==> config.mk <==
export PLATFORM = sky130hd
export DESIGN_NAME = aexm_mcyc_ctrl
export DESIGN_NICKNAME = d
export VERILOG_FILES = /design/src/rtl/aexm_pkg.sv /design/src/rtl/aexm_mcyc_dec.sv /design/src/rtl/aexm_mcyc_ctrl.sv
export SDC_FILE = /design/constraint.sdc
export NUM_CORES = 1
export LEC_CHECK = 0
export ABC_AREA = 1
export ABC_CLOCK_PERIOD_IN_PS = 1900
export BUFFER_PORTS_ARGS = -buffer_cell sky130_fd_sc_hd__buf_2
export CAP_MARGIN = 20
export CORE_MARGIN = 2
export CORE_UTILIZATION = 48
export DETAILED_ROUTE_END_ITERATION = 10
export PLACE_DENSITY = 0.72
export RECOVER_POWER = 50
export SETUP_SLACK_MARGIN = 0.2
export SYNTH_ARGS = -nofsm -noshare
export SYNTH_HDL_FRONTEND = slang
export SYNTH_HIERARCHICAL = 1
export SYNTH_SLANG_ARGS = --single-unit
==> constraint.sdc <==
create_clock -name gclk -period 1.9 [get_ports gclk]
set_input_delay 0.095 -clock gclk [delete_from_list [all_inputs] [get_ports gclk]]
set_output_delay 0.095 -clock gclk [all_outputs]
set_load 0.01 [all_outputs]
==> src/rtl/aexm_pkg.sv <==
// Shared aexm definitions: opcodes, multi-cycle datapath op encoding, scheduler states.
package aexm_pkg;

  localparam logic [5:0] OPC_MUL  = 6'o20;
  localparam logic [5:0] OPC_MULI = 6'o30;
  localparam logic [5:0] OPC_BSF  = 6'o21;
  localparam logic [5:0] OPC_BSFI = 6'o31;
  localparam logic [5:0] OPC_DIV  = 6'o22;

  typedef enum logic [1:0] {
    MDU_NONE = 2'd0,
    MDU_MUL  = 2'd1,
    MDU_BSF  = 2'd2,
    MDU_DIV  = 2'd3
  } mduOp_t;

  typedef enum logic [1:0] {
    ST_IDLE = 2'd0,
    ST_RUN  = 2'd1,
    ST_DONE = 2'd2
  } mcycState_t;

  function automatic int maxOf3(input int a, input int b, input int c);
    int m;
    m = (a > b) ? a : b;
    return (m > c) ? m : c;
  endfunction

endpackage

==> src/rtl/aexm_mcyc_dec.sv <==
// Combinational multi-cycle opcode decoder; also feeds the hazard logic.
module aexm_mcyc_dec
  import aexm_pkg::*;
#(
  parameter int MUL_CYCLES = 2,
  parameter int BSF_CYCLES = 1,
  parameter int DIV_CYCLES = 32,
  parameter int CNT_W      = 6
) (
  input  logic [5:0]       opc,
  output logic [1:0]       op,
  output logic [CNT_W-1:0] cycles
);

  always_comb begin
    op     = MDU_NONE;
    cycles = '0;
    case (opc)
      OPC_MUL, OPC_MULI: begin
        op     = MDU_MUL;
        cycles = CNT_W'(MUL_CYCLES);
      end
      OPC_BSF, OPC_BSFI: begin
        op     = MDU_BSF;
        cycles = CNT_W'(BSF_CYCLES);
      end
      OPC_DIV: begin
        op     = MDU_DIV;
        cycles = CNT_W'(DIV_CYCLES);
      end
      default: ;
    endcase
  end

endmodule

==> src/rtl/aexm_mcyc_ctrl.sv <==
// Multi-cycle execute scheduler: freezes decode/execute while MUL/BSF/DIV iterate
// and holds interrupts off until the operation retires.
//
//   state   | meaning
//   --------+------------------------------------------------------------
//   ST_IDLE | pipeline flows; watch for multi-cycle issue or interrupt
//   ST_RUN  | pipeline frozen; datapath stepping, counter counts down
//   ST_DONE | instruction retires; presented opcode is ignored
module aexm_mcyc_ctrl
  import aexm_pkg::*;
#(
  parameter int MUL_CYCLES = 2,
  parameter int BSF_CYCLES = 1,
  parameter int DIV_CYCLES = 32
) (
  input  logic       gclk,
  input  logic       grst,
  input  logic       sys_en,
  input  logic       iss_valid,
  input  logic [5:0] iss_opc,
  input  logic       cpu_interrupt,
  output logic       d_en,
  output logic       x_en,
  output logic [1:0] mdu_op,
  output logic       mdu_start,
  output logic       mdu_step,
  output logic       mdu_last,
  output logic       mdu_busy,
  output logic       int_take
);

  localparam int MAX_N = maxOf3(MUL_CYCLES, BSF_CYCLES, DIV_CYCLES);
  localparam int CNT_W = $clog2(MAX_N + 1);

  mcycState_t       state, stateNxt;
  logic [CNT_W-1:0] cnt, cntNxt;
  mduOp_t           mduOp, mduOpNxt;
  logic             intPend, intPendNxt;

  logic [1:0]       decOp;
  logic [CNT_W-1:0] decN;
  logic             intReq, mcIssue;
  logic             pipeEn, start, step, last, take;

  aexm_mcyc_dec #(
    .MUL_CYCLES(MUL_CYCLES),
    .BSF_CYCLES(BSF_CYCLES),
    .DIV_CYCLES(DIV_CYCLES),
    .CNT_W     (CNT_W)
  ) uDec (
    .opc   (iss_opc),
    .op    (decOp),
    .cycles(decN)
  );

  always_ff @(posedge gclk or negedge grst) begin
    if (!grst) begin
      state   <= ST_IDLE;
      cnt     <= '0;
      mduOp   <= MDU_NONE;
      intPend <= 1'b0;
    end else begin
      state   <= stateNxt;
      cnt     <= cntNxt;
      mduOp   <= mduOpNxt;
      intPend <= intPendNxt;
    end
  end

  assign intReq  = cpu_interrupt | intPend;
  assign mcIssue = iss_valid & sys_en & ~intReq & (decOp != MDU_NONE);

  always_comb begin
    stateNxt   = state;
    cntNxt     = cnt;
    mduOpNxt   = mduOp;
    intPendNxt = intPend;
    pipeEn     = 1'b0;
    start      = 1'b0;
    step       = 1'b0;
    last       = 1'b0;
    take       = 1'b0;
    case (state)
      ST_IDLE: begin
        pipeEn = sys_en;
        // An interrupt beats a simultaneous multi-cycle issue.
        if (intReq && sys_en) begin
          take       = 1'b1;
          intPendNxt = 1'b0;
        end else if (mcIssue) begin
          start    = 1'b1;
          pipeEn   = 1'b0;
          mduOpNxt = mduOp_t'(decOp);
          cntNxt   = decN - CNT_W'(1);
          stateNxt = ST_RUN;
        end
      end
      ST_RUN: begin
        step = sys_en;
        if (step) begin
          if (cnt == '0) begin
            last     = 1'b1;
            mduOpNxt = MDU_NONE;
            stateNxt = ST_DONE;
          end else begin
            cntNxt = cnt - CNT_W'(1);
          end
        end
      end
      ST_DONE: begin
        pipeEn = sys_en;
        if (sys_en) stateNxt = ST_IDLE;
      end
      default: stateNxt = ST_IDLE;
    endcase
    if (sys_en && cpu_interrupt && state != ST_IDLE) intPendNxt = 1'b1;
  end

  // Strobes are combinational, so reset must mask them explicitly.
  assign d_en      = pipeEn & grst;
  assign x_en      = pipeEn & grst;
  assign mdu_start = start & grst;
  assign mdu_step  = step & grst;
  assign mdu_last  = last & grst;
  assign int_take  = take & grst;
  assign mdu_op    = mduOp;
  assign mdu_busy  = (state != ST_IDLE);

endmodule

==> run summary <==
### Hold path
• **startpoint of the most critical hold path** sys_en
• **worst hold-check path type** in2reg

### Cells and area
• **fill count** 187
• **final cell area excluding filler cells** 1080 um2
• **count of non-filler cells in the finished layout** 195
• **ratio of cells with drive above 1 in the final layout** 0.250
• **Antenna Cells** 0
• **layout overhead on the synthesized area** 15.3%
• **final net count** 181

### Yosys
• **fraction of post-synthesis cell area in the top cell type by area** 0.293
• **post-synth cell types** 26
• **leading cell types by total area after synthesis** sky130_fd_sc_hd__dfrtp_1 (29%), sky130_fd_sc_hd__nand2_1 (15%), sky130_fd_sc_hd__inv_1 (9.2%)
• **flops & latches, synth** 11
• **async set or reset register ratio after synthesis** 1.00
• **share of synthesized area occupied by flip-flops and latches** 0.293
• **compound-gate portion of the synthesized area** 0.0678
• **cells after synthesis** 145
• **primary flip-flop cell chosen by synthesis mapping** sky130_fd_sc_hd__dfrtp_1
• **area share of xor/xnor cells in the synthesized design** 0.00931
• **adder and majority cell fraction of the synthesized area** 0.0133
• **top post-synthesis cells by count** sky130_fd_sc_hd__nand2_1 (38), sky130_fd_sc_hd__inv_1 (23), sky130_fd_sc_hd__nand3_1 (17), sky130_fd_sc_hd__nor2_1 (14), sky130_fd_sc_hd__dfrtp_1 (11)
• **largest family of logic cells by synthesized area** simple AND/OR/NAND/NOR gates
• **mux contribution to synthesized area** 0
• **Synth Area per Inst** 6.49 um2
• **number of enable-type register cells in the synthesized netlist** 0
• **synthesized area** 941 um2
• **synth warn** 6
• **area share of and/or/nand/nor cells after synthesis** 0.444
• **cell with the most instances after synthesis** sky130_fd_sc_hd__nand2_1
• **cell accounting for the most synthesized area** sky130_fd_sc_hd__dfrtp_1

### Floorplanning
• **initial core utilization** 0.495
• **IO Pins** 20
• **Die Wd** 48.3 um
• **total die area** 2330 um2
• **vertical die dimension** 48.3 um
• **num rows** 16
• **Core Box Area** 1900 um2

### Setup path
• **startpoint-to-endpoint class of the critical path** reg2out
• **critical path cell sequence** buf_4, nor2_2, nand4_1, nor2_1, buf_2
• **required arrival time at the worst endpoint** 1.80 ns
• **critical register-to-register path startpoint** state[1]
• **Crit path max-delay family** simple AND/OR/NAND/NOR gates
• **start point of the critical path** state[0]
• **cell type of the slowest stage on the worst timing path** sky130_fd_sc_hd__dfrtp_1
• **maximum fanout along the worst path** 8
• **type of element capturing the critical path** primary output
• **Worst Setup Start Kind** register
• **delay of the slowest critical-path stage** 0.40 ns
• **signal arrival time at the worst endpoint** 1.52 ns
• **number of buffers and inverters on the critical path** 2

### Clock tree
• **TritonCTS clock tree** yes
• **number of clock buffers inserted by TritonCTS** 3
• **number of levels in the clock H-tree** 1
• **root buffer cell** sky130_fd_sc_hd__clkbuf_4
• **later-pin clock latency in the skew report** 0.27 ns
• **clock slew at the register clock pins of the worst setup and hold paths** 0.07 ns
• **CTS Buffer Depth** 2
• **clock sink total** 11

### Drt
• **number of antenna-violating nets in the routed design** 0
• **DRC errors left** 0
• **Total Wirelength** 1980 um
• **Avg WL per Cell** 10.1 um
• **Iter 0 DRT Violations** 20
• **via count** 923
• **mean number of vias per cell** 4.73
• **TritonRoute pass-1 iters** 4

### Placement
• **post-DP HPWL** 1570 um
• **Routability Congestion** 0.851
• **Buffers on Ports** 19
• **placed insts** 189
• **area after detailed placement** 1040 um2

### Global route
• **maximum number of pins on one net before global-route repair** 14
• **wire length of the first global-routing pass** 3230 um
• **Overall Global Routing Usage** 0.197
• **antenna violations before repair** 0
• **total congestion overflow after global routing** 0
• **number of global-route vias before repair** 787

### Run
• **max-cap violation count** 0

### Pwr
• **Leak** 0.617 nW
• **Power Density** 1540 nW/um2
• **largest vdd supply drop** 651 uV

### STA
• **upper clock frequency limit** 618 MHz
• **final-layout setup total negative slack** 0 ns
• **crit path time final** 1.62 ns
• **final worst path period share** 0.852
• **RSZ-0062 raised after global routing** no
• **Final setup viols** 0
• **Clock Skews** 0.00121 ns
• **number of endpoints with negative hold slack in the final report** 0
• **final count of pins violating max slew** 0

### Run status
• **result of the run** finished, final reports clean

-- routing by layer --
metal	up-vias	GRT usage	part of all wire
met5	-	0	0
met4	0	0.0486	0.0091
met3	2	0.0333	0.030
met2	22	0.318	0.47
met1	406	0.271	0.49
li1	493	-	-
-- sequential cells by signal, indices dropped and copies added (netlist names) --
name / count
state: 2
mdu_op: 2
cnt: 6
intPend: 1
-- area by class of cell --
| cell class | instances | area [um2] | area share |
|---|---|---|---|
| clock buffers | 4 | 26.3 | 0.0242 |
| inverters | 29 | 115 | 0.106 |
| multi-input cells | 102 | 517 | 0.476 |
| well taps | 27 | 33.8 | 0.0311 |
| repair buffers | 22 | 118 | 0.108 |
| flip-flops and latches | 11 | 275 | 0.254 |
-- final timing paths --
check                      slack [ns]  cells past startpoint   endpoint
hold / removal                   0.13                      2   state[1]
setup / recovery                 0.28                      5  mdu_start
max in group asynchronous        1.44                      2   state[0]
setup reg to reg                 0.36                      7     cnt[2]
hold reg to reg                  0.50                      2    intPend
min in group asynchronous        0.23                      2     cnt[2]
-- per-stage QoR --
step                      hold slack, ns  worst slack, ns   util  total power [mW]
final                              0.133            0.281  0.570              1.67
after floorplan                   -0.201            0.487      -              1.29
after global routing               0.151            0.180  0.570              1.86
after global placement          -0.00641            0.455  0.547              1.47
after CTS                          0.129            0.269  0.568              1.68
after detailed placement        -0.00392            0.384  0.547              1.50
-- report_power, final --
group | switching (mW) | internal, mW
Sequential | 0.0647 | 0.323
Combinational | 0.705 | 0.407
Clock | 0.0850 | 0.0815
-- kinds of logic after synthesis --
family,count (synthesis)
adders and majority gates,1
and+or+nand+nor,86
AOI/OAI and AO/OA,11
xor gates and xnor gates,1
DFF,11
buffers and inverters,34
other,1
-- what timing repair did --
| item | 4_1_cts | 5_1_grt |
|---|---|---|
| setup buffers | 0 | 1 |
| hold buffers | 1 | 0 |
| pin swaps | 0 | 1 |
| endpoints found under the hold margin | 11 | 0 |
| gates resized for setup | 1 | 0 |
| endpoints found under the setup margin | 1 | 1 |
-- placed cells by master, fill, tap and decap left out, drive strengths merged --
cell | Yosys | final
dfrtp | 11 | 11
buf | 4 | 19
clkinv | 2 | 2
nand2 | 44 | 44
nor2 | 18 | 18
o21ai | 9 | 9
xnor2 | 1 | 1
nand4 | 3 | 3
clkbuf | 1 | 6
a21oi | 1 | 1
dlygate4sd3 | 0 | 1
inv | 27 | 27
nor3 | 2 | 2
nand3 | 19 | 19
ha | 1 | 1
conb | 1 | 3
o22ai | 1 | 1
Power figures use the tool's default switching activity.
